## src/rtl/snd_tone_unit.sv

```systemverilog
`timescale 1ns/1ps
// snd_tone_unit: four-channel square-wave tone generator fed by the c16
// sound write port, producing a mixed amplitude sample and a PWM bit.
module snd_tone_unit #(
    parameter int TICK_DIV = 50000
) (
    input  logic        clk,
    input  logic        resetn,
    input  logic        snd_wen,
    input  logic [1:0]  w_param,
    input  logic [10:0] w_index,
    input  logic [15:0] w_val,
    output logic [5:0]  sample,
    output logic        pwm_out,
    output logic [3:0]  busy
);

    typedef enum logic [1:0] {
        IDLE,
        PLAYING,
        HOLD
    } ch_state_t;

    localparam logic [15:0] TICK_LAST = 16'(TICK_DIV - 1);
    localparam logic [5:0]  PWM_LAST  = 6'd62;

    ch_state_t   state   [4];
    ch_state_t   state_n [4];
    logic [15:0] period  [4];
    logic [15:0] period_n[4];
    logic [15:0] dur     [4];
    logic [15:0] dur_n   [4];
    logic [15:0] cnt     [4];
    logic [15:0] cnt_n   [4];
    logic [3:0]  vol     [4];
    logic [3:0]  vol_n   [4];
    logic [3:0]  phase;
    logic [3:0]  phase_n;

    logic [15:0] tdiv;
    logic        tick;
    logic        wr_ok;
    logic [3:0]  hit;
    logic [3:0]  wr_per;
    logic [3:0]  wr_vol;
    logic [3:0]  wr_dur;
    logic [3:0]  wr_ctl;
    logic [3:0]  active;
    logic [3:0]  expire;
    logic [3:0]  keep;
    logic [5:0]  mix;
    logic [5:0]  pwm_cnt;

    assign tick = (tdiv == TICK_LAST);

    always_ff @(posedge clk or negedge resetn) begin
        if (!resetn) begin
            tdiv <= '0;
        end else if (tick) begin
            tdiv <= '0;
        end else begin
            tdiv <= tdiv + 16'd1;
        end
    end

    assign wr_ok = snd_wen && (w_index < 11'd4);
    assign busy  = active;

    always_comb begin
        hit    = '0;
        wr_per = '0;
        wr_vol = '0;
        wr_dur = '0;
        wr_ctl = '0;
        active = '0;
        expire = '0;
        keep   = '0;
        for (int n = 0; n < 4; n++) begin
            hit[n]    = wr_ok && (w_index[1:0] == 2'(n));
            wr_per[n] = hit[n] && (w_param == 2'd0);
            wr_vol[n] = hit[n] && (w_param == 2'd1);
            wr_dur[n] = hit[n] && (w_param == 2'd2);
            wr_ctl[n] = hit[n] && (w_param == 2'd3);
            active[n] = (state[n] != IDLE);
            // a same-cycle dur write overrides the pending expiry
            expire[n] = (state[n] == PLAYING) && tick
                        && (dur[n] <= 16'd1) && !wr_dur[n];
            keep[n]   = wr_ctl[n] && w_val[0];
        end
    end

    always_comb begin
        phase_n = phase;
        for (int n = 0; n < 4; n++) begin
            period_n[n] = period[n];
            dur_n[n]    = dur[n];
            cnt_n[n]    = cnt[n];
            vol_n[n]    = vol[n];

            if (active[n]) begin
                if (period[n] == 16'd0) begin
                    phase_n[n] = 1'b0;
                end else if (cnt[n] == period[n] - 16'd1) begin
                    cnt_n[n]   = '0;
                    phase_n[n] = ~phase[n];
                end else begin
                    cnt_n[n] = cnt[n] + 16'd1;
                end
            end

            if (wr_dur[n]) begin
                dur_n[n] = w_val;
            end else if ((state[n] == PLAYING) && tick
                         && (dur[n] != 16'd0)) begin
                dur_n[n] = dur[n] - 16'd1;
            end

            if (wr_vol[n]) begin
                vol_n[n] = w_val[3:0];
            end

            if (wr_per[n]) begin
                period_n[n] = w_val;
                cnt_n[n]    = '0;
                phase_n[n]  = phase[n];
            end

            if (expire[n] && !keep[n]) begin
                phase_n[n] = 1'b0;
            end

            if (wr_ctl[n] && w_val[1]) begin
                phase_n[n] = 1'b0;
                cnt_n[n]   = '0;
            end
        end
    end

    always_comb begin
        for (int n = 0; n < 4; n++) begin
            state_n[n] = state[n];
            unique case (1'b1)
                wr_ctl[n] && !w_val[0]: begin
                    state_n[n] = IDLE;
                end
                keep[n] && (!active[n] || expire[n]): begin
                    state_n[n] = (dur_n[n] != 16'd0) ? PLAYING : HOLD;
                end
                expire[n] && !wr_ctl[n]: begin
                    state_n[n] = IDLE;
                end
                default: begin
                end
            endcase
        end
    end

    always_ff @(posedge clk or negedge resetn) begin
        if (!resetn) begin
            phase <= '0;
            for (int n = 0; n < 4; n++) begin
                state[n]  <= IDLE;
                period[n] <= '0;
                dur[n]    <= '0;
                cnt[n]    <= '0;
                vol[n]    <= '0;
            end
        end else begin
            phase <= phase_n;
            for (int n = 0; n < 4; n++) begin
                state[n]  <= state_n[n];
                period[n] <= period_n[n];
                dur[n]    <= dur_n[n];
                cnt[n]    <= cnt_n[n];
                vol[n]    <= vol_n[n];
            end
        end
    end

    always_comb begin
        mix = '0;
        for (int n = 0; n < 4; n++) begin
            if (active[n] && phase[n]) begin
                mix = mix + 6'(vol[n]);
            end
        end
    end

    always_ff @(posedge clk or negedge resetn) begin
        if (!resetn) begin
            sample  <= '0;
            pwm_cnt <= '0;
            pwm_out <= 1'b0;
        end else begin
            sample  <= mix;
            pwm_cnt <= (pwm_cnt == PWM_LAST) ? 6'd0 : pwm_cnt + 6'd1;
            pwm_out <= (pwm_cnt < sample);
        end
    end

endmodule
```

## config.mk

```make
export PLATFORM = sky130hd
export DESIGN_NAME = snd_tone_unit
export DESIGN_NICKNAME = d
export VERILOG_FILES = /design/src/rtl/snd_tone_unit.sv
export SDC_FILE = /design/constraint.sdc
export NUM_CORES = 1
export LEC_CHECK = 0
export BUFFER_PORTS_ARGS = -buffer_cell sky130_fd_sc_hd__clkbuf_2
export CORE_ASPECT_RATIO = 1.2
export CORE_MARGIN = 4
export CORE_UTILIZATION = 45
export DETAILED_ROUTE_END_ITERATION = 12
export GPL_ROUTABILITY_DRIVEN = 1
export HOLD_SLACK_MARGIN = 0.03
export PLACE_DENSITY = 0.6
export REMOVE_ABC_BUFFERS = 1
export SYNTH_ARGS = -nofsm -noshare
export SYNTH_HDL_FRONTEND = slang
export SYNTH_SLANG_ARGS = --single-unit
```

## constraint.sdc

```tcl
create_clock -name clk -period 4.4 [get_ports clk]
set_input_delay 0.44 -clock clk [delete_from_list [all_inputs] [get_ports clk]]
set_output_delay 0.44 -clock clk [all_outputs]
set_load 0.05 [all_outputs]
```

==> summary.txt <==
Power and ir drop
  • Pwr Density: 294 nW/um2
  • Seq pwr share: 0.441
  • Clock share of power: 0.481
  • Comb pwr share: 0.078
  • Leak Pwr: 0.00772 uW
  • Switch share: 0.244
  • Worst IR Drop VDD: 0.000247 V
  • Int Pwr: 4000 uW
  • P_sw: 1290 uW

Synthesis
  • Mapped Cells: 1838
  • Adder-cell share of the synthesized area: 0.0390
  • Post-synthesis xor/xnor area fraction: 0.0784
  • Mux share of post-synthesis cell area: 0.0547
  • Post-synth EDFFs: 0
  • Total of warnings raised by yosys: 0
  • Synth unique cells: 87
  • Sequential area share after synthesis: 0.385
  • Syn Std Cell Area: 16200 um2
  • Async set or reset register ratio after synthesis: 1.00
  • #FFs+latches synth: 249
  • Syn Area/Cell: 8.80 um2
  • Prevailing post-synth register cell: dfrtp_1
  • Compound-Gate Fraction of Synth Area: 0.140
  • Largest family of logic cells by synthesized area: simple AND/OR/NAND/NOR gates
  • Synth Area in Simple Gates: 0.270

Clocking
  • H-tree Lvls: 1
  • Hold buffers post-CTS: 1
  • Setup Buffers After CTS: 0
  • Clk_lat worst skew: 570 ps
  • Clk buf depth: 3
  • TritonCTS buffer count: 29
  • CTS tree: yes
  • Post-CTS Resized: 0
  • Root buffer cell: clkbuf_16
  • Clock sinks: 249
  • Clk slew on worst S/H paths: 60 ps

STA
  • Fmax: 0.244 GHz
  • Final setup violation count: 0
  • Fin crit share: 0.931
  • Final Max Slew Viols: 0
  • Final Critical Period: 4100 ps
  • Slew headroom: 0.350
  • Final Skew: 10.7 ps
  • Final Hold Viols: 0
  • Unrepaired setup endpoints after global routing: no
  • Worst-margin pin slew: 975 ps

GRT
  • First-pass GRT wire length: 73700 um
  • Total GRT Usage: 0.228
  • Number of global-route vias before repair: 13745
  • Total gr overflow: 0
  • Initial antenna violation count: 0
  • Largest net degree at the start of global routing: 122

Floorplanning
  • Core area: 35300 um2
  • Row cnt: 75
  • Die Y: 216 um
  • # IOs: 43
  • Die Wd: 181 um
  • Die area: 39100 um2
  • Starting Density: 0.459

Setup path
  • Startpoint Class: flip-flop
  • CP Data Required Time: 4840 ps
  • Critical path arrival: 4540 ps
  • Reg2reg start: state[7]
  • Cell mode on critical path: inv_1
  • R2r endpoint: sample[5]
  • Worst R2R Setup Slack: 300 ps
  • Peak per-stage delay on the critical path: 450 ps
  • Crit Path Category: reg2reg
  • Worst path cell trace: nor2_1 -> inv_1 -> and3_1 -> ha_1 -> inv_1 -> fa_1 -> mux2i_1 -> inv_1 -> fa_1 -> a21oi_1 -> ha_1 -> a21o_1 -> a21oi_1 -> inv_1 -> a21oi_1 -> nor3_1 -> xnor2_1
  • CP endpoint kind: flip-flop
  • R2R depth: 17
  • Slowest stage cell, crit path: fa_1
  • Crit-path max FO: 6

Placed design
  • DP Wirelength: 32000 um
  • Gp weighted congestion: 0.952
  • Placement Cell Area: 17000 um2
  • Placed cells: 2300
  • IO Port Bufs: 42

Final layout
  • Most common cell after layout, fill and taps aside: dfrtp_1
  • Post-route cell area: 18000 um2
  • Fin nets: 1949
  • Final antenna diode count: 0
  • Share of layout cells above drive strength 1: 0.123
  • # fillers: 3400
  • Commonest cells after routing, fill and taps aside: dfrtp_1, nor2_1, nand2_1
  • Finished Layout Cells: 2354
  • Area grow syn2layout: 11.1%

Detailed routing
  • Post-DRT Antenna Nets: 0
  • Vias/cell: 5.94
  • Routed len/inst: 19.2 um
  • Drt initial violations: 931
  • Detailed Routing Iterations Pass 1: 5
  • Total wire length: 45300 um
  • DR DRC count: 0
  • Vias: 13987

Min path
  • Hold path depth: 2
  • Min-delay src: w_val[9]
  • Hold Crit Class: in2reg
  • Hold Path End: period[9]

Run status
  • Outcome: complete, no violations

Run
  • Max cap viols: 0
## how the worst max path moves through the flow
stage,from,end,slack (ps)
3_3_place_gp,state[7],sample[5],440
6_report,state[7],sample[5],300
2_1_floorplan,w_index[4],state[6],-80
3_5_place_dp,state[7],sample[5],340
5_1_grt,state[7],sample[5],50
4_1_cts,state[7],sample[5],310
## cell usage after synthesis, types with 47 or more instances
cell type    n  share of area
a21oi_1    106          0.033
and3_1      47          0.018
clkbuf_1    63          0.015
dfrtp_1    249           0.39
inv_1       54          0.013
mux2_2      67          0.047
nand2_1    153          0.035
nand3_1     64          0.020
nor2_1     199          0.046
nor3_1      71          0.022
o21ai_0     86          0.027
xnor2_1     84          0.045
xor2_1      59          0.032
## worst max-delay path: cells and delay by family (launching register included)
kind	cells	cell delay [ps]
DFF	1	420
buffers and inverters	4	410
AOI/OAI and AO/OA	4	810
xor gates and xnor gates	1	140
adders and majority gates	4	1360
and+or+nand+nor	3	560
muxes	1	260
## flip-flops by register name, indices dropped and copies added (netlist names)
signal and count:
vol 16, cnt 64, state 8, phase 4
pwm_out 1, pwm_cnt 6, sample 6, dur 64
period 64, tdiv 16
## per-stage QoR
stage / setup slack, ps / hold slack (ps) / setup TNS [ps] / power [uW] / util
after floorplan: -83.9 / 144 / -108 / 2590 / -
after global placement: 436 / 435 / 0 / 2780 / 0.481
after detailed placement: 337 / 452 / 0 / 2790 / 0.481
after CTS: 310 / 274 / 0 / 5370 / 0.510
after global routing: 51.8 / 293 / 0 / 5520 / 0.510
final: 304 / 295 / 0 / 5290 / 0.510
## layer usage
layer	track usage	share of wire	vias up
met5	0	0	-
met4	0.0761	0.035	0
met3	0.0315	0.052	94
met2	0.381	0.48	394
met1	0.305	0.44	6797
li1	-	-	6702
## final cells by class
type / instances / area [um2] / share of cell area
clock buffers: 43 / 878 / 0.0488
inverters: 54 / 203 / 0.0113
multi-input cells: 1456 / 9430 / 0.525
repair buffers: 80 / 520 / 0.0289
flip-flops and latches: 249 / 6230 / 0.347
clock inverters: 10 / 138 / 0.00765
well taps: 462 / 578 / 0.0321
## power groups by stage
stage          Combinational (uW)  Clock [uW]  Sequential (uW)
2_1_floorplan                 222           0             2370
3_3_place_gp                  406           0             2380
3_5_place_dp                  412           0             2380
4_1_cts                       415        2620             2330
5_1_grt                       466        2710             2340
6_report                      413        2540             2340
## logic make-up after synthesis
group | count (synthesis)
and+or+nand+nor | 825
AOI/OAI and AO/OA | 358
DFF | 249
xor gates and xnor gates | 144
buffers and inverters | 133
muxes | 80
adders and majority gates | 49
No activity file was read; power rests on OpenSTA's default activity.
